[config.mk]
export PLATFORM = sky130hd
export DESIGN_NAME = bss_message_assembler
export DESIGN_NICKNAME = d
export VERILOG_FILES = /design/src/rtl/bss_pkg.sv /design/src/rtl/bss_message_assembler_checksum.sv /design/src/rtl/bss_message_assembler.sv
export SDC_FILE = /design/constraint.sdc
export NUM_CORES = 1
export LEC_CHECK = 0
export CAP_MARGIN = 15
export CORE_ASPECT_RATIO = 0.6
export CORE_MARGIN = 2
export CORE_UTILIZATION = 55
export CTS_CLUSTER_DIAMETER = 100
export DETAILED_ROUTE_END_ITERATION = 10
export MAX_ROUTING_LAYER = met4
export PLACE_DENSITY = 0.82
export SLEW_MARGIN = 10
export SYNTH_ARGS = -nofsm -noshare
export SYNTH_HDL_FRONTEND = slang
export SYNTH_SLANG_ARGS = --single-unit
export TNS_END_PERCENT = 30
[constraint.sdc]
create_clock -name clk -period 2.5 [get_ports clk]
set_input_delay 0.25 -clock clk [delete_from_list [all_inputs] [get_ports clk]]
set_output_delay 0.25 -clock clk [all_outputs]
set_load 0.02 [all_outputs]
[src/rtl/bss_pkg.sv]
// Shared types and constants for the BSS message assembler.
// The CHECK state exists only when BSS_CHECKSUM_EN is defined.
package bss_pkg;

   localparam int BSS_ADDR_BYTES = 6;
   localparam int BSS_SV_BYTES   = 2;
   localparam int BSS_DATA_BYTES = 4;

   localparam logic [7:0] CMD_SET_SV         = 8'h88;
   localparam logic [7:0] CMD_SUBSCRIBE_SV   = 8'h89;
   localparam logic [7:0] CMD_UNSUBSCRIBE_SV = 8'h8A;
   localparam logic [7:0] CMD_SET_SV_PERCENT = 8'h8D;

   typedef enum logic [1:0] {
      ST_IDLE,
      ST_CAPTURE
`ifdef BSS_CHECKSUM_EN
      ,
      ST_CHECK
`endif
   } bss_state_e;

endpackage

[src/rtl/bss_message_assembler_checksum.sv]
// Running XOR of message bytes; clr_i restarts the sum from the current byte.
// Compiled only when BSS_CHECKSUM_EN is defined.
`ifdef BSS_CHECKSUM_EN
module bss_checksum (
   input  logic       clk_i,
   input  logic       rst_ni,
   input  logic       clr_i,
   input  logic       en_i,
   input  logic [7:0] data_i,
   output logic [7:0] sum_o
);

   logic [7:0] acc_q, acc_d;

   always_comb begin
      acc_d = acc_q;
      if (clr_i)
         acc_d = en_i ? data_i : 8'h00;
      else if (en_i)
         acc_d = acc_q ^ data_i;
   end

   always_ff @(posedge clk_i or negedge rst_ni) begin
      if (!rst_ni)
         acc_q <= 8'h00;
      else
         acc_q <= acc_d;
   end

   assign sum_o = acc_q;

endmodule
`endif

[src/rtl/bss_message_assembler.sv]
// Assembles a valid/ready byte stream into command/address/sv/data fields
// and publishes them through a one-deep output slot. Optional: BSS_CHECKSUM_EN.
module bss_message_assembler
   import bss_pkg::*;
#(
   parameter int ADDR_BYTES = BSS_ADDR_BYTES,
   parameter int SV_BYTES   = BSS_SV_BYTES,
   parameter int DATA_BYTES = BSS_DATA_BYTES
) (
   input  logic                    clk,
   input  logic                    reset_n,
   input  logic [7:0]              in_data,
   input  logic                    in_valid,
   input  logic                    in_start,
   output logic                    in_ready,
   output logic [7:0]              command,
   output logic [ADDR_BYTES*8-1:0] address,
   output logic [SV_BYTES*8-1:0]   sv,
   output logic [DATA_BYTES*8-1:0] data,
   output logic                    msg_valid,
   input  logic                    msg_ready,
   output logic                    frame_error,
   output logic                    checksum_error
);

   localparam int MSG_BYTES = 1 + ADDR_BYTES + SV_BYTES + DATA_BYTES;
   localparam int CNT_W     = $clog2(MSG_BYTES + 1);
   localparam int SV_IDX    = 1 + ADDR_BYTES;
   localparam int DATA_IDX  = SV_IDX + SV_BYTES;
   localparam logic [CNT_W-1:0] LAST_IDX = CNT_W'(MSG_BYTES - 1);

   // Byte 0 is the command; ascending index keeps the first byte in the MSB.
   typedef logic [0:MSG_BYTES-1][7:0] msg_t;

   bss_state_e       state_q;
   logic [CNT_W-1:0] cnt_q;
   msg_t             shadow_q, out_q, msg_d;
   logic             msg_valid_q, frame_error_q, checksum_error_q;
   logic             xfer, completing, cks_ok, publish;

`ifdef BSS_CHECKSUM_EN
   logic [7:0] cks_sum;

   bss_checksum u_checksum (
      .clk_i  (clk),
      .rst_ni (reset_n),
      .clr_i  (xfer && in_start),
      .en_i   (xfer && (in_start || state_q == ST_CAPTURE)),
      .data_i (in_data),
      .sum_o  (cks_sum)
   );

   assign completing = (state_q == ST_CHECK);
   assign cks_ok     = (in_data == cks_sum);
`else
   assign completing = (state_q == ST_CAPTURE) && (cnt_q == LAST_IDX);
   assign cks_ok     = 1'b1;
`endif

   // Only the byte that would publish waits for a free slot.
   assign in_ready = reset_n && !(completing && msg_valid_q && !msg_ready);
   assign xfer     = in_valid && in_ready;
   assign publish  = xfer && !in_start && completing && cks_ok;

   always_comb begin
      msg_d = shadow_q;
      for (int i = 1; i < MSG_BYTES; i++)
         if (cnt_q == CNT_W'(i))
            msg_d[i] = in_data;
   end

   always_ff @(posedge clk or negedge reset_n) begin
      if (!reset_n) begin
         state_q          <= ST_IDLE;
         cnt_q            <= '0;
         shadow_q         <= '0;
         out_q            <= '0;
         msg_valid_q      <= 1'b0;
         frame_error_q    <= 1'b0;
         checksum_error_q <= 1'b0;
      end else begin
         frame_error_q    <= 1'b0;
         checksum_error_q <= 1'b0;
         if (msg_ready)
            msg_valid_q <= 1'b0;
         if (publish) begin
            out_q       <= msg_d;
            msg_valid_q <= 1'b1;
         end
         if (xfer && in_start) begin
            frame_error_q <= (state_q != ST_IDLE);
            shadow_q      <= '0;
            shadow_q[0]   <= in_data;
            cnt_q         <= CNT_W'(1);
            state_q       <= ST_CAPTURE;
         end else if (xfer) begin
            case (state_q)
               ST_CAPTURE: begin
                  shadow_q <= msg_d;
                  if (cnt_q == LAST_IDX) begin
`ifdef BSS_CHECKSUM_EN
                     cnt_q   <= cnt_q + CNT_W'(1);
                     state_q <= ST_CHECK;
`else
                     cnt_q   <= '0;
                     state_q <= ST_IDLE;
`endif
                  end else begin
                     cnt_q <= cnt_q + CNT_W'(1);
                  end
               end
`ifdef BSS_CHECKSUM_EN
               ST_CHECK: begin
                  checksum_error_q <= !cks_ok;
                  cnt_q            <= '0;
                  state_q          <= ST_IDLE;
               end
`endif
               default: ;
            endcase
         end
      end
   end

   assign command        = out_q[0];
   assign address        = out_q[1 +: ADDR_BYTES];
   assign sv             = out_q[SV_IDX +: SV_BYTES];
   assign data           = out_q[DATA_IDX +: DATA_BYTES];
   assign msg_valid      = msg_valid_q;
   assign frame_error    = frame_error_q;
   assign checksum_error = checksum_error_q;

endmodule

==> out/metrics.csv <==
stage;metric;value;unit
run_status;outcome;finished, final reports clean;
routing;routed length per placed instance;18.3;µm
grt;total routing resource utilization after global routing;0.264;
timing;worst path setup slack after routing;243;ps
setup_path;cells traversed along the worst timing path;inv_1 > ha_1 > nand4b_2 > nor2_1 > a22oi_1 > o21ai_0;
clock_network;Sinks on Clock Net;207;
routing;detailed-route DRC error count;0;
setup_path;Worst Setup Path Type;reg -> reg;
final_layout;number of cells in the finished layout apart from fillers;1276;
floorplan;starting utilization of the core area;0.558;
routing;post-DR vias/cell;5.85;
setup_path;CP Launch Point;cnt_q[1];
final_layout;fraction of layout cells with a size suffix above 1;0.0778;
placed_design;detailed placer's ending HPWL;14400;µm
run;max-cap check violation count;0;
logic_synthesis;portion of the post-synthesis area used by sequential elements;0.546;
setup_path;largest incremental delay on the critical path;580;ps
setup_path;Bufs and invs on worst path;1;
grt;total congestion overflow after global routing;0;
grt;first-pass GRT wire length;38100;µm
grt;initial antenna violation count;0;
logic_synthesis;number of enable flip-flop cells after synthesis;0;
setup_path;Crit. End Element;register;
routing;drt pass-1 iters;8;
setup_path;slack of the worst reg-to-reg path;240;ps
grt;number of global-route vias before repair;7170;
placed_design;Post-Place Setup Slack;285;ps
logic_synthesis;average cell area after synthesis;10.0;µm²
clock_network;register clock-pin slew on the reported worst setup and hold paths;60;ps
clock_network;Clock H-tree levels;1;
clock_network;worst-case clock buffer depth;3;
routing;Routed Wire Length;23400;µm
setup_path;crit start category;register;
placed_design;count of placed standard cells including taps;1238;
timing;Setup TNS;0;ps
routing;residual antenna-violating net count after detailed routing;0;
placed_design;final weighted congestion in routability-driven placement;0.844;
setup_path;worst reg2reg endpoint;shadow_q[30];
worst_hold_path;startpoint of the most critical hold path;in_start;
clock_network;clock root buffer;sky130_fd_sc_hd__clkbuf_16;
floorplan;overall die height;106;µm
clock_network;CTS buffer count;20;
timing;Max Fclk;443;MHz
power;worst-case vdd ir drop;0.499;mV
logic_synthesis;Post-Syn Area;9480;µm²
final_layout;area added between synthesis and finish;20.4;%
floorplan;die outline width;174;µm
setup_path;Req. time, crit path;2900;ps
final_layout;number of nets in the final layout;1044;
timing;number of hold-slack violations in the final timing report;0;
routing;Via Count;7468;
worst_hold_path;class of the worst hold path;in -> reg;
timing;pin slew with the least headroom to its limit;711;ps
setup_path;R2R depth;6;
logic_synthesis;synthesized netlist cell count;947;
clock_network;Post-CTS Setup Repair Bufs;0;
floorplan;number of placed I/O pins;121;
timing;unrepaired setup endpoints after global routing;no;
placed_design;total cell area at the placement stage;10800;µm²
setup_path;destination of the critical timing path;shadow_q[30];
logic_synthesis;most frequently used flop master after synthesis;sky130_fd_sc_hd__dfrtp_1;
logic_synthesis;proportion of synthesized flip-flops having asynchronous set or reset;1.00;
timing;relative max-transition margin;0.526;
final_layout;post-layout utilization of the core;0.672;
logic_synthesis;Synth cell types;40;
setup_path;logic depth of the worst path, buffers included;6;
setup_path;startpoint of the lowest-slack register-to-register path;cnt_q[1];
setup_path;cell type group with the largest total delay on the critical path;simple AND/OR/NAND/NOR gates;
setup_path;Worst Path Arrival;2660;ps
final_layout;post-route cell area;11400;µm²
clock_network;clock tree from TritonCTS;built;
setup_path;critical-path cell with the highest stage delay;sky130_fd_sc_hd__nor2_1;
timing;crit share post-route;0.903;
timing;number of failing setup endpoints in the final timing report;0;
floorplan;site row count;37;
logic_synthesis;count of yosys warnings during synthesis;0;
placed_design;I/O Buffers;119;
power;leakage power of the design;5.42;nW
final_layout;most common cell after layout, fill and taps aside;sky130_fd_sc_hd__nand2_1;
power;power density relative to cell area;1040;nW/µm²
logic_synthesis;flop and latch count out of synthesis;207;
floorplan;die outline area;18300;µm²
floorplan;Std-Cell Core Area;17000;µm²
grt;pin count of the biggest net entering global routing;137;
clock_network;Clock Latency Late Sink;490;ps
logic_synthesis;total nets after synthesis;964;
final_layout;most used cells in the layout excluding fill and tap cells;221 x sky130_fd_sc_hd__nand2_1, 207 x sky130_fd_sc_hd__dfrtp_1, 120 x sky130_fd_sc_hd__o21ai_0;
timing;minimum clock period after layout;2260;ps
routing;number of design-rule violations left by the first detailed-router iteration;809;
timing;final setup skew;5.14;ps
timing;number of pins with negative max-slew slack in the final report;0;
setup_path;top fanout value on the critical path;9;
-- per-layer routing --
metal  wire length [µm]  vias up  share of wire  track usage
met5                  0        -              0            -
met4                435        0          0.019       0.0539
met3               1530       34          0.065       0.0386
met2              10300      328           0.44        0.381
met1              11200     3644           0.48        0.401
li1                   -     3462              -            -
-- Yosys cell counts, types with 2 or more instances --
cell	number	area (µm²)
sky130_fd_sc_hd__inv_1	3	11.3
sky130_fd_sc_hd__nand2_1	221	830
sky130_fd_sc_hd__and2_1	2	12.5
sky130_fd_sc_hd__clkbuf_2	7	35.0
sky130_fd_sc_hd__buf_1	12	45.0
sky130_fd_sc_hd__mux2i_1	88	881
sky130_fd_sc_hd__nor3b_1	3	22.5
sky130_fd_sc_hd__buf_2	12	60.1
sky130_fd_sc_hd__a31oi_1	2	12.5
sky130_fd_sc_hd__clkbuf_1	49	184
sky130_fd_sc_hd__nor3_1	3	15.0
sky130_fd_sc_hd__buf_6	8	90.1
sky130_fd_sc_hd__buf_4	4	30.0
sky130_fd_sc_hd__mux2_2	8	90.1
sky130_fd_sc_hd__ha_1	4	50.1
sky130_fd_sc_hd__nand3b_1	8	60.1
sky130_fd_sc_hd__a22oi_1	80	601
sky130_fd_sc_hd__nand4bb_1	3	33.8
sky130_fd_sc_hd__nor2b_1	2	12.5
sky130_fd_sc_hd__a21oi_1	2	10.0
sky130_fd_sc_hd__o21ai_0	120	601
sky130_fd_sc_hd__a22o_1	8	70.1
sky130_fd_sc_hd__o21ai_1	54	270
sky130_fd_sc_hd__nand3_1	2	10.0
sky130_fd_sc_hd__nor2_1	15	56.3
sky130_fd_sc_hd__nand4b_2	7	105
sky130_fd_sc_hd__dfrtp_1	207	5180
-- sequential cells by signal, indices dropped and copies added, names as in the netlist --
name / count
shadow_q: 88
address: 48
data: 32
sv: 16
command: 8
msg_d: 8
cnt_q: 4
frame_error: 1
msg_valid: 1
state_q: 1
-- through the flow --
step,hold slack [ps],total power [mW]
final,124,11.9
after global routing,143,12.6
after CTS,109,11.9
after detailed placement,133,9.04
after global placement,130,8.87
after floorplan,-45.6,7.37
-- cells by family (layout without fill, tap and decap cells) --
family                   count (synthesis)  after routing  share of synthesized area
AND/OR/NAND/NOR                        273            273                      0.129
flip-flops                             207            207                      0.546
multiplexers                            96             96                      0.102
adder cells (fa/ha/maj)                  4              4                    0.00528
buffers and inverters                   95            189                     0.0480
AO/OA/AOI/OAI                          270            270                      0.168
XOR/XNOR                                 1              1                   0.000924
other                                    1              2                   0.000395
-- power breakdown --
part           switching (mW)  internal [mW]  leakage, nW
logic                    2.13           1.87         2.52
registers               0.724           4.31         2.60
clock network            1.27           1.61        0.301
total                    4.12           7.78         5.42
-- what timing repair did --
action	CTS	global route
pin swaps	0	0
hold buffers	1	0
endpoints found under the setup margin	1	1
endpoints found under the hold margin	16	0
gates resized for setup	1	1
-- area by class of cell --
cell class | instances | area [µm²]
sequential | 207 | 5180
timing repair buffer | 150 | 1470
fill | 1308 | 5570
multi-input combinational | 645 | 3850
tap | 234 | 293
inverter | 3 | 11.3
clock buffer | 30 | 579
clock inverter | 6 | 32.5
antenna | 1 | 2.50
-- worst reg2reg max path: cells and delay by family (launching register included) --
family,cells,cell delay (ps)
AND/OR/NAND/NOR,2,900
flip-flops,1,420
adder cells (fa/ha/maj),1,350
AO/OA/AOI/OAI,2,350
buffers and inverters,1,150
-- how the worst min path moves through the flow --
stage / to / slack [ps] / cells past startpoint
6_report: frame_error / 120 / 3
5_1_grt: frame_error / 140 / 3
4_1_cts: frame_error / 110 / 3
3_5_place_dp: frame_error / 130 / 1
3_3_place_gp: state_q[0] / 130 / 1
2_1_floorplan: address[0] / -50 / 0
Power figures use the tool's default switching activity.
